`src/rtl/mips_multicycle_control_pkg.sv`:
```
// Shared types for the MIPS multi-cycle control unit: state encoding,
// opcode values, ALU / PC-source / trap-cause encodings and the
// internal control word passed from the decoder to the top.
package mc_ctrl_pkg;

  typedef enum logic [3:0] {
    S_FETCH, S_DECODE, S_MEM_ADDR, S_MEM_RD, S_MEM_WB, S_MEM_WR,
    S_R_EXEC, S_R_WB, S_I_EXEC, S_I_WB, S_BRANCH, S_JUMP, S_TRAP
  } state_e;

  localparam logic [5:0] OP_RTYPE = 6'b000000;
  localparam logic [5:0] OP_LW    = 6'b100011;
  localparam logic [5:0] OP_SW    = 6'b101011;
  localparam logic [5:0] OP_ADDI  = 6'b001000;
  localparam logic [5:0] OP_BEQ   = 6'b000100;
  localparam logic [5:0] OP_BNE   = 6'b000101;
  localparam logic [5:0] OP_J     = 6'b000010;

  localparam logic [1:0] ALU_ADD   = 2'b00;
  localparam logic [1:0] ALU_SUB   = 2'b01;
  localparam logic [1:0] ALU_FUNCT = 2'b10;

  localparam logic [1:0] PC_ALU    = 2'b00;
  localparam logic [1:0] PC_ALUOUT = 2'b01;
  localparam logic [1:0] PC_JUMP   = 2'b10;
  localparam logic [1:0] PC_EXC    = 2'b11;

  localparam logic [1:0] CAUSE_NONE    = 2'b00;
  localparam logic [1:0] CAUSE_ILLEGAL = 2'b01;
  localparam logic [1:0] CAUSE_BUS     = 2'b10;

  typedef struct packed {
    logic       pc_write;
    logic       pc_write_eq;
    logic       pc_write_ne;
    logic       i_or_d;
    logic       mem_read;
    logic       mem_write;
    logic       ir_write;
    logic       reg_dst;
    logic       reg_write;
    logic       mem_to_reg;
    logic       alu_src_a;
    logic [1:0] alu_src_b;
    logic [1:0] alu_op;
    logic [1:0] pc_source;
    logic       instr_done;
    logic       trap;
  } ctrl_t;

endpackage

```
`src/rtl/mips_multicycle_control_if.sv`:
```
// Bundle between the control unit (master) and the multi-cycle datapath /
// memory side (slave): opcode and memory-ready in, control strobes out.
interface mips_multicycle_control_if #(parameter int ALU_OP_W = 2);
  logic [5:0]          opcode;
  logic                mem_ready;
  logic                pc_write, pc_write_eq, pc_write_ne;
  logic                i_or_d, mem_read, mem_write, ir_write;
  logic                reg_dst, reg_write, mem_to_reg;
  logic                alu_src_a;
  logic [1:0]          alu_src_b;
  logic [ALU_OP_W-1:0] alu_op;
  logic [1:0]          pc_source;
  logic                instr_done, trap;
  logic [1:0]          trap_cause;

  modport master (
    input  opcode, mem_ready,
    output pc_write, pc_write_eq, pc_write_ne, i_or_d, mem_read, mem_write,
           ir_write, reg_dst, reg_write, mem_to_reg, alu_src_a, alu_src_b,
           alu_op, pc_source, instr_done, trap, trap_cause
  );

  modport slave (
    output opcode, mem_ready,
    input  pc_write, pc_write_eq, pc_write_ne, i_or_d, mem_read, mem_write,
           ir_write, reg_dst, reg_write, mem_to_reg, alu_src_a, alu_src_b,
           alu_op, pc_source, instr_done, trap, trap_cause
  );
endinterface

```
`src/rtl/mips_multicycle_control_decode.sv`:
```
// Combinational state-to-control-word decoder (module mc_ctrl_decode).
// Moore outputs per state; only ir_write/pc_write in FETCH and instr_done
// in MEM_WR are gated by mem_ready. JUMP decode exists only with MC_CTRL_JUMP_EN.
module mc_ctrl_decode
  import mc_ctrl_pkg::*;
(
  input  state_e     state_i,
  input  logic [5:0] opcode_i,
  input  logic       mem_ready_i,
  output ctrl_t      ctrl_o
);

  // Control word for the current state; everything defaults to 0.
  always_comb begin
    ctrl_o = '0;
    case (state_i)
      S_FETCH: begin
        ctrl_o.mem_read  = 1'b1;
        ctrl_o.alu_src_b = 2'b01;
        ctrl_o.alu_op    = ALU_ADD;
        ctrl_o.ir_write  = mem_ready_i;
        ctrl_o.pc_write  = mem_ready_i;
      end
      S_DECODE: ctrl_o.alu_src_b = 2'b11;
      S_MEM_ADDR: begin
        ctrl_o.alu_src_a = 1'b1;
        ctrl_o.alu_src_b = 2'b10;
      end
      S_MEM_RD: begin
        ctrl_o.mem_read = 1'b1;
        ctrl_o.i_or_d   = 1'b1;
      end
      S_MEM_WB: begin
        ctrl_o.reg_write  = 1'b1;
        ctrl_o.mem_to_reg = 1'b1;
        ctrl_o.instr_done = 1'b1;
      end
      S_MEM_WR: begin
        ctrl_o.mem_write  = 1'b1;
        ctrl_o.i_or_d     = 1'b1;
        ctrl_o.instr_done = mem_ready_i;
      end
      S_R_EXEC: begin
        ctrl_o.alu_src_a = 1'b1;
        ctrl_o.alu_op    = ALU_FUNCT;
      end
      S_R_WB: begin
        ctrl_o.reg_dst    = 1'b1;
        ctrl_o.reg_write  = 1'b1;
        ctrl_o.instr_done = 1'b1;
      end
      S_I_EXEC: begin
        ctrl_o.alu_src_a = 1'b1;
        ctrl_o.alu_src_b = 2'b10;
      end
      S_I_WB: begin
        ctrl_o.reg_write  = 1'b1;
        ctrl_o.instr_done = 1'b1;
      end
      S_BRANCH: begin
        ctrl_o.alu_src_a   = 1'b1;
        ctrl_o.alu_op      = ALU_SUB;
        ctrl_o.pc_source   = PC_ALUOUT;
        ctrl_o.pc_write_eq = (opcode_i == OP_BEQ);
        ctrl_o.pc_write_ne = (opcode_i == OP_BNE);
        ctrl_o.instr_done  = 1'b1;
      end
`ifdef MC_CTRL_JUMP_EN
      S_JUMP: begin
        ctrl_o.pc_write   = 1'b1;
        ctrl_o.pc_source  = PC_JUMP;
        ctrl_o.instr_done = 1'b1;
      end
`endif
      S_TRAP: begin
        ctrl_o.pc_write   = 1'b1;
        ctrl_o.pc_source  = PC_EXC;
        ctrl_o.trap       = 1'b1;
        ctrl_o.instr_done = 1'b1;
      end
      default: ctrl_o = '0;
    endcase
  end

endmodule

```
`src/rtl/mips_multicycle_control.sv`:
```
// Multi-cycle MIPS control FSM: state register, opcode dispatch, memory wait
// counter with bus-timeout trap. Optional JUMP support via MC_CTRL_JUMP_EN.
// Latency 3-5 cycles per instruction plus one per memory wait cycle.
module mips_multicycle_control
  import mc_ctrl_pkg::*;
#(
  parameter int MEM_TIMEOUT = 15,
  parameter int ALU_OP_W    = 2
) (
  input  logic                       clk,
  input  logic                       rst_n,
  mips_multicycle_control_if.master  bus
);

  state_e     state_q, state_d;
  logic [7:0] cnt_q, cnt_d;
  logic [1:0] cause_q, cause_d;
  logic       wait_state;
  logic       timeout;
  ctrl_t      ctrl;

  assign wait_state = (state_q == S_FETCH) || (state_q == S_MEM_RD) ||
                      (state_q == S_MEM_WR);
  // Ready arriving on the final allowed wait cycle still completes.
  assign timeout = wait_state && !bus.mem_ready &&
                   (cnt_q == 8'(MEM_TIMEOUT - 1));

  // State, wait counter and trap cause registers.
  always_ff @(posedge clk or negedge rst_n) begin
    if (!rst_n) begin
      state_q <= S_FETCH;
      cnt_q   <= 8'd0;
      cause_q <= CAUSE_NONE;
    end else begin
      state_q <= state_d;
      cnt_q   <= cnt_d;
      cause_q <= cause_d;
    end
  end

  // Next-state dispatch, trap cause capture and wait counting.
  always_comb begin
    state_d = state_q;
    cause_d = cause_q;
    cnt_d   = (wait_state && !bus.mem_ready && !timeout) ? cnt_q + 8'd1 : 8'd0;
    case (state_q)
      S_FETCH:    if (bus.mem_ready) state_d = S_DECODE;
      S_DECODE: begin
        case (bus.opcode)
          OP_LW, OP_SW:   state_d = S_MEM_ADDR;
          OP_RTYPE:       state_d = S_R_EXEC;
          OP_ADDI:        state_d = S_I_EXEC;
          OP_BEQ, OP_BNE: state_d = S_BRANCH;
`ifdef MC_CTRL_JUMP_EN
          OP_J:           state_d = S_JUMP;
`endif
          default: begin
            state_d = S_TRAP;
            cause_d = CAUSE_ILLEGAL;
          end
        endcase
      end
      S_MEM_ADDR: state_d = (bus.opcode == OP_SW) ? S_MEM_WR : S_MEM_RD;
      S_MEM_RD:   if (bus.mem_ready) state_d = S_MEM_WB;
      S_MEM_WR:   if (bus.mem_ready) state_d = S_FETCH;
      S_R_EXEC:   state_d = S_R_WB;
      S_I_EXEC:   state_d = S_I_WB;
      S_TRAP: begin
        state_d = S_FETCH;
        cause_d = CAUSE_NONE;
      end
      default:    state_d = S_FETCH;
    endcase
    if (timeout) begin
      state_d = S_TRAP;
      cause_d = CAUSE_BUS;
    end
  end

  mc_ctrl_decode u_decode (
    .state_i     (state_q),
    .opcode_i    (bus.opcode),
    .mem_ready_i (bus.mem_ready),
    .ctrl_o      (ctrl)
  );

  assign bus.pc_write    = ctrl.pc_write;
  assign bus.pc_write_eq = ctrl.pc_write_eq;
  assign bus.pc_write_ne = ctrl.pc_write_ne;
  assign bus.i_or_d      = ctrl.i_or_d;
  assign bus.mem_read    = ctrl.mem_read;
  assign bus.mem_write   = ctrl.mem_write;
  assign bus.ir_write    = ctrl.ir_write;
  assign bus.reg_dst     = ctrl.reg_dst;
  assign bus.reg_write   = ctrl.reg_write;
  assign bus.mem_to_reg  = ctrl.mem_to_reg;
  assign bus.alu_src_a   = ctrl.alu_src_a;
  assign bus.alu_src_b   = ctrl.alu_src_b;
  assign bus.alu_op      = ALU_OP_W'(ctrl.alu_op);
  assign bus.pc_source   = ctrl.pc_source;
  assign bus.instr_done  = ctrl.instr_done;
  assign bus.trap        = ctrl.trap;
  assign bus.trap_cause  = cause_q;

endmodule

```
`src/flat_wrapper.sv`:
```
// flat-port wrapper written by rule: the top's interface ports become plain ports
module mips_multicycle_control_flat import mc_ctrl_pkg::*;
#(
  parameter int MEM_TIMEOUT = 15,
  parameter int ALU_OP_W    = 2
)
  (clk, rst_n, bus_opcode, bus_mem_ready, bus_pc_write, bus_pc_write_eq, bus_pc_write_ne, bus_i_or_d, bus_mem_read, bus_mem_write, bus_ir_write, bus_reg_dst, bus_reg_write, bus_mem_to_reg, bus_alu_src_a, bus_alu_src_b, bus_alu_op, bus_pc_source, bus_instr_done, bus_trap, bus_trap_cause);
  mips_multicycle_control_if #(.ALU_OP_W(ALU_OP_W)) bus_i ();
  input  logic clk;
  input  logic rst_n;
  input wire logic [$bits(bus_i.opcode)-1:0] bus_opcode;
  input wire logic [$bits(bus_i.mem_ready)-1:0] bus_mem_ready;
  output wire logic [$bits(bus_i.pc_write)-1:0] bus_pc_write;
  output wire logic [$bits(bus_i.pc_write_eq)-1:0] bus_pc_write_eq;
  output wire logic [$bits(bus_i.pc_write_ne)-1:0] bus_pc_write_ne;
  output wire logic [$bits(bus_i.i_or_d)-1:0] bus_i_or_d;
  output wire logic [$bits(bus_i.mem_read)-1:0] bus_mem_read;
  output wire logic [$bits(bus_i.mem_write)-1:0] bus_mem_write;
  output wire logic [$bits(bus_i.ir_write)-1:0] bus_ir_write;
  output wire logic [$bits(bus_i.reg_dst)-1:0] bus_reg_dst;
  output wire logic [$bits(bus_i.reg_write)-1:0] bus_reg_write;
  output wire logic [$bits(bus_i.mem_to_reg)-1:0] bus_mem_to_reg;
  output wire logic [$bits(bus_i.alu_src_a)-1:0] bus_alu_src_a;
  output wire logic [$bits(bus_i.alu_src_b)-1:0] bus_alu_src_b;
  output wire logic [$bits(bus_i.alu_op)-1:0] bus_alu_op;
  output wire logic [$bits(bus_i.pc_source)-1:0] bus_pc_source;
  output wire logic [$bits(bus_i.instr_done)-1:0] bus_instr_done;
  output wire logic [$bits(bus_i.trap)-1:0] bus_trap;
  output wire logic [$bits(bus_i.trap_cause)-1:0] bus_trap_cause;
  assign bus_i.opcode = bus_opcode;
  assign bus_i.mem_ready = bus_mem_ready;
  assign bus_pc_write = bus_i.pc_write;
  assign bus_pc_write_eq = bus_i.pc_write_eq;
  assign bus_pc_write_ne = bus_i.pc_write_ne;
  assign bus_i_or_d = bus_i.i_or_d;
  assign bus_mem_read = bus_i.mem_read;
  assign bus_mem_write = bus_i.mem_write;
  assign bus_ir_write = bus_i.ir_write;
  assign bus_reg_dst = bus_i.reg_dst;
  assign bus_reg_write = bus_i.reg_write;
  assign bus_mem_to_reg = bus_i.mem_to_reg;
  assign bus_alu_src_a = bus_i.alu_src_a;
  assign bus_alu_src_b = bus_i.alu_src_b;
  assign bus_alu_op = bus_i.alu_op;
  assign bus_pc_source = bus_i.pc_source;
  assign bus_instr_done = bus_i.instr_done;
  assign bus_trap = bus_i.trap;
  assign bus_trap_cause = bus_i.trap_cause;
  mips_multicycle_control #(.MEM_TIMEOUT(MEM_TIMEOUT), .ALU_OP_W(ALU_OP_W)) u_core (.clk(clk), .rst_n(rst_n), .bus(bus_i));
endmodule
```
`config.mk`:
```
export PLATFORM = sky130hd
export DESIGN_NAME = mips_multicycle_control_flat
export DESIGN_NICKNAME = d
export VERILOG_FILES = /design/src/rtl/mips_multicycle_control_pkg.sv /design/src/rtl/mips_multicycle_control_if.sv /design/src/rtl/mips_multicycle_control_decode.sv /design/src/rtl/mips_multicycle_control.sv /design/src/flat_wrapper.sv
export SDC_FILE = /design/constraint.sdc
export NUM_CORES = 1
export LEC_CHECK = 0
export BUFFER_PORTS_ARGS = -buffer_cell sky130_fd_sc_hd__buf_2
export CAP_MARGIN = 5
export CORE_MARGIN = 2
export CORE_UTILIZATION = 35
export CTS_CLUSTER_DIAMETER = 50
export DETAILED_ROUTE_END_ITERATION = 10
export PLACE_DENSITY = 0.55
export REMOVE_ABC_BUFFERS = 1
export SYNTH_ARGS = -nofsm -noshare
export SYNTH_HDL_FRONTEND = slang
export SYNTH_SLANG_ARGS = --single-unit
```
`constraint.sdc`:
```
create_clock -name clk -period 3.21 [get_ports clk]
set_input_delay 0.321 -clock clk [delete_from_list [all_inputs] [get_ports clk]]
set_output_delay 0.321 -clock clk [all_outputs]
set_load 0.1 [all_outputs]
```
==> results.py, run 1 <==
metrics = {
    "run_status": {
        "status": "completed",
    },
    "logic_synthesis": {
        "yosysTopAreaCell": "dfrtp_1",
        "synth_most_common_cell": "nor2_1",
        "ys_seq_area_share_pct": 32.4,
        "avgSynthCellArea_um2": 8.46,
        "yosys-top-cells-area": "dfrtp_1, nor2_1, xor2_1, nand2_1, buf_6",
        "synth_area_mm2": 0.00108,
        "ys_warn_count": 0,
        "synthArstFlopShare_pct": 100,
        "synth_top_flop_cell": "dfrtp_1",
        "ys_top_cells_by_count": "nor2_1, dfrtp_1, nand2_1",
        "ys_ff_latch": 14,
        "synth_enable_flop_cells": 0,
        "synth_cell_types": 43,
        "synthCells": 128,
        "synth_top_cell_area_share_pct": 32.4,
    },
    "floorplanning": {
        "die_h_um": 59.6,
        "dieArea_mm2": 0.00355,
        "start_util_pct": 36.0,
        "core.rowCount": 20,
        "die_w_um": 59.6,
        "pin_count": 30,
        "core_mm2": 0.00300,
    },
    "finish": {
        "syn_to_final_growth_pct": 16.1,
        "drive_above_1_share_pct": 25.3,
        "diodes": 0,
        "fin_area_mm2": 0.00126,
        "nNetsFinal": 166,
        "final_cell_count_no_fill": 187,
    },
    "timing": {
        "slew_violations": 0,
        "finalHoldViolCount": 0,
        "tns_ps": 0,
        "fmax_mhz": 387,
        "whs_ps": 464,
        "fin_crit_sh_pct": 80.4,
        "setup_violations": 0,
        "skew_ps": 1.29,
        "finalCriticalPeriod_ps": 2580,
        "relSlewSlack_pct": 59.1,
        "worst_slew_pin_slew_ps": 613,
        "rsz0062_at_grt": "false",
    },
    "hold_path": {
        "hold_class": "input port to asynchronous set/reset pin",
    },
    "grt": {
        "grt_overflow": 0,
        "grtUsageTotal_pct": 14.2,
        "grt_max_degree": 20,
        "antenna_found_initial": 0,
        "grt_pass1_vias": 859,
        "grt_pass1_wl_um": 3830,
    },
    "critical_path": {
        "reg2reg_depth": 4,
        "worstPathArrival_ps": 2260,
        "setup.worst_path.end_class": "output pin",
        "worstSetupPathType": "flip-flop to output pin",
        "r2r_slack_ps": 1500,
        "critPathMaxFanout": 19,
        "cp-start-kind": "flip-flop",
        "cp.required_ps": 2890,
    },
    "clock_tree": {
        "postCtsSetupBuffers": 0,
        "tritoncts": "built",
        "clk_path_buf_depth": 2,
        "cts_sinks": 14,
        "insertion_delay_ps": 290,
        "cts_buffers": 3,
        "cts-root-buf": "clkbuf_4",
        "clkTransAtPathRegs_ps": 90,
        "h-tree-depth": 1,
    },
    "placed_design": {
        "portBuffers": 29,
        "gp_congestion": 0.774,
        "hpwlAfterDp_um": 1670,
        "dpl.cell_count": 182,
        "placed_area_mm2": 0.00121,
    },
    "drt": {
        "routed_wl_um": 2250,
        "antenna_left": 0,
        "drc": 0,
        "routedWlPerCell_um": 12.0,
        "drt_pre_antenna_iters": 4,
        "vias": 977,
        "drtIter0Drc": 12,
        "vias_per_cell": 5.22,
    },
    "run": {
        "cap_violations": 0,
    },
}
-- cells by family (layout without fill, tap and decap cells) --
| kind of cell | Yosys count | count (layout) | synth area share [%] |
|---|---|---|---|
| flip-flops | 14 | 14 | 32.4 |
| XOR/XNOR | 8 | 8 | 7.17 |
| adder cells (fa/ha/maj) | 2 | 2 | 2.31 |
| AND/OR/NAND/NOR | 62 | 62 | 31.8 |
| AO/OA/AOI/OAI | 23 | 23 | 15.4 |
| multiplexers | 3 | 3 | 2.77 |
| buffers and inverters | 16 | 42 | 8.21 |
-- critical path: stages, from the launching register on --
cell     delay, ps
dfrtp_1        710
nor2b_1        340
nand2_1        160
nor4b_1        290
buf_2          470
-- layer usage --
metal | vias to the layer above | global-route usage, % | part of all wire [%]
met4 | 0 | 4.76 | 1.4
li1 | 500 | - | -
met5 | - | 0 | 0
met3 | 5 | 3.93 | 4.1
met2 | 17 | 21.5 | 46
met1 | 455 | 19.6 | 49
-- cell type report --
cell class,instances,area [µm²]
clock buffer,4,36.3
multi-input combinational,98,643
fill,320,1750
timing repair buffer,30,155
tap,33,41.3
inverter,8,30.0
sequential,14,350
-- registers in the layout (all words and copies together), names as in the netlist --
name / flops
u_core.state_q: 4
u_core.bus.trap_cause: 2
u_core.cnt_q: 8
-- path summary, 6_finish.rpt --
kind	start	end
max	u_core.state_q[1]$_DFFE_PN0P_	bus_pc_write_ne
min	rst_n	u_core.cnt_q[1]$_DFF_PN0_
max reg2reg	u_core.state_q[0]$_DFFE_PN0P_	u_core.bus.trap_cause[1]$_DFFE_PN0P_
min reg2reg	u_core.cnt_q[0]$_DFF_PN0_	u_core.cnt_q[0]$_DFF_PN0_
max in group asynchronous	rst_n	u_core.bus.trap_cause[1]$_DFFE_PN0P_
min in group clk	bus_opcode[3]	u_core.state_q[2]$_DFFE_PN0P_
-- repair_timing --
action / CTS / global route
hold buffers: 1 / 0
resized for setup: 0 / 0
endpoints found under the hold margin: 14 / 0
-- layout by cell type, fill, tap and decap left out, drive strengths merged, types with 3 or more instances in the layout --
master  instances
buf            29
nor2           16
dfrtp          14
nand2           9
inv             8
nor3            6
xor2            6
o21ai           6
nand3           5
nor2b           5
a21oi           5
clkbuf          4
and2            3
nand4           3
and3            3
mux2i           3
nand2b          3
-- through the flow --
step / setup slack, ps / utilization (%)
global placement: 1010 / 40.3
detailed placement: 939 / 40.3
floorplan: -1260 / -
CTS: 608 / 41.8
global route: 420 / 41.8
finish: 629 / 41.8
Power of run 1 is left out: the tool's default activity adds up to more than one toggle a clock period on the data nets, which glitch-free logic cannot reach.
==> run 2: changes to the inputs <==
==> constraint.sdc (replaced) <==
create_clock -name clk -period 2.7 [get_ports clk]
set_input_delay 0.27 -clock clk [delete_from_list [all_inputs] [get_ports clk]]
set_output_delay 0.27 -clock clk [all_outputs]
set_load 0.1 [all_outputs]
==> results.py, run 2 (synthesized netlist as in run 1, its figures left out) <==
metrics = {
    "run_status": {
        "status": "completed",
    },
    "floorplanning": {
        "die_h_um": 59.6,
        "start_util_pct": 36.0,
        "pin_count": 30,
        "dieArea_mm2": 0.00355,
        "core.rowCount": 20,
        "die_w_um": 59.6,
        "core_mm2": 0.00300,
    },
    "timing": {
        "setup_violations": 0,
        "rsz0062_at_grt": "false",
        "fin_crit_sh_pct": 90.5,
        "finalHoldViolCount": 0,
        "fmax_mhz": 409,
        "fin_ws_ps": 258,
        "slew_violations": 0,
        "skew_ps": 1.82,
        "finalCriticalPeriod_ps": 2440,
        "relSlewSlack_pct": 57.8,
        "worst_slew_pin_slew_ps": 634,
    },
    "finish": {
        "drive_above_1_share_pct": 26.3,
        "syn_to_final_growth_pct": 17.5,
        "final_common_cell": "buf_2",
        "fin_area_mm2": 0.00127,
        "largest_register_ffs": 8,
        "largest_register": "u_core.cnt_q",
        "diodes": 0,
        "nNetsFinal": 168,
        "layout_common_cells": "buf_2, nor2_1, dfrtp_1",
    },
    "critical_path": {
        "r2r_slack_ps": 1070,
        "reg2reg_depth": 4,
        "worstSetupPathType": "flip-flop to output pin",
        "path_buf_inv": 1,
        "slowest_stage": "dfrtp_1",
        "cp-start-kind": "flip-flop",
        "max_stage_delay_ps": 670,
        "cp.required_ps": 2430,
        "critPathMaxFanout": 17,
        "reg2reg_from": "u_core.state_q[2]$_DFFE_PN0P_",
        "worstPathArrival_ps": 2170,
        "crit_family": "simple AND/OR/NAND/NOR gates",
        "r2r_end": "u_core.state_q[2]$_DFFE_PN0P_",
        "path_cells": "nor2b_1 > nand2_1 > nor4b_1 > buf_2",
        "setup.worst_path.end_class": "output pin",
    },
    "placed_design": {
        "hpwlAfterDp_um": 1810,
        "post-place-ws_ps": 576,
        "portBuffers": 29,
        "gp_congestion": 0.771,
        "placed_area_mm2": 0.00122,
    },
    "drt": {
        "vias": 976,
        "routedWlPerCell_um": 12.4,
        "drt_pre_antenna_iters": 4,
        "routed_wl_um": 2340,
        "drtIter0Drc": 23,
        "vias_per_cell": 5.16,
        "drc": 0,
        "antenna_left": 0,
    },
    "clock_tree": {
        "cts_sinks": 14,
        "cts-root-buf": "clkbuf_4",
        "h-tree-depth": 1,
        "cts_buffers": 3,
        "postCtsSetupBuffers": 0,
        "tritoncts": "built",
        "clkTransAtPathRegs_ps": 80,
        "insertion_delay_ps": 270,
        "clk_path_buf_depth": 2,
    },
    "grt": {
        "grt_overflow": 0,
        "grt_max_degree": 18,
        "antenna_found_initial": 0,
        "grt_pass1_vias": 882,
        "grt_pass1_wl_um": 4040,
        "grtUsageTotal_pct": 14.8,
    },
    "run": {
        "cap_violations": 0,
    },
    "hold_path": {
        "hold_class": "input port to asynchronous set/reset pin",
    },
}
==> run 2: routing by layer <==
layer | GRT usage (%) | vias up | wire length (µm)
met2 | 22.8 | 21 | 1070
met5 | 0 | - | 0
met1 | 21.0 | 447 | 1150
met3 | 3.49 | 2 | 107
li1 | - | 506 | -
met4 | 3.81 | 0 | 19
==> run 2: cell type report <==
type / instances / area (µm²)
multi-input cells: 98 / 643
repair buffers: 32 / 170
flip-flops and latches: 14 / 350
well taps: 33 / 41.3
clock buffers: 4 / 36.3
inverters: 8 / 30.0
fillers: 319 / 1730
==> run 2: worst max path at each step <==
stage	from	to	slack [ps]	cells past startpoint
after floorplan	u_core.state_q[1]$_DFFE_PN0P_	bus_pc_write_ne	-1720	3
after global placement	u_core.state_q[3]$_DFFE_PN0P_	bus_pc_write_ne	600	4
after detailed placement	u_core.state_q[3]$_DFFE_PN0P_	bus_pc_write_ne	580	4
after CTS	u_core.state_q[3]$_DFFE_PN0P_	bus_pc_write_ne	260	4
after global routing	u_core.state_q[3]$_DFFE_PN0P_	bus_pc_write_ne	120	4
final	u_core.state_q[3]$_DFFE_PN0P_	bus_pc_write_ne	260	4
==> run 2: timing repair <==
| action | 4_1_cts | 5_1_grt |
|---|---|---|
| gates resized for setup | 0 | 0 |
| hold endpoints to repair | 14 | 0 |
| hold buffers | 1 | 0 |
==> run 2: through the flow <==
| stage | hold WS [ps] | util, % | setup TNS [ps] | cells |
|---|---|---|---|---|
| 6_report | 412 | 42.3 | 0 | 189 |
| 5_1_grt | 441 | 42.3 | 0 | 189 |
| 2_1_floorplan | -25.6 | - | -4550 | 120 |
| 4_1_cts | 419 | 42.3 | 0 | 189 |
| 3_5_place_dp | 187 | 40.8 | 0 | 184 |
| 3_3_place_gp | 179 | 40.8 | 0 | 184 |
Power of run 2 is left out for the same reason.
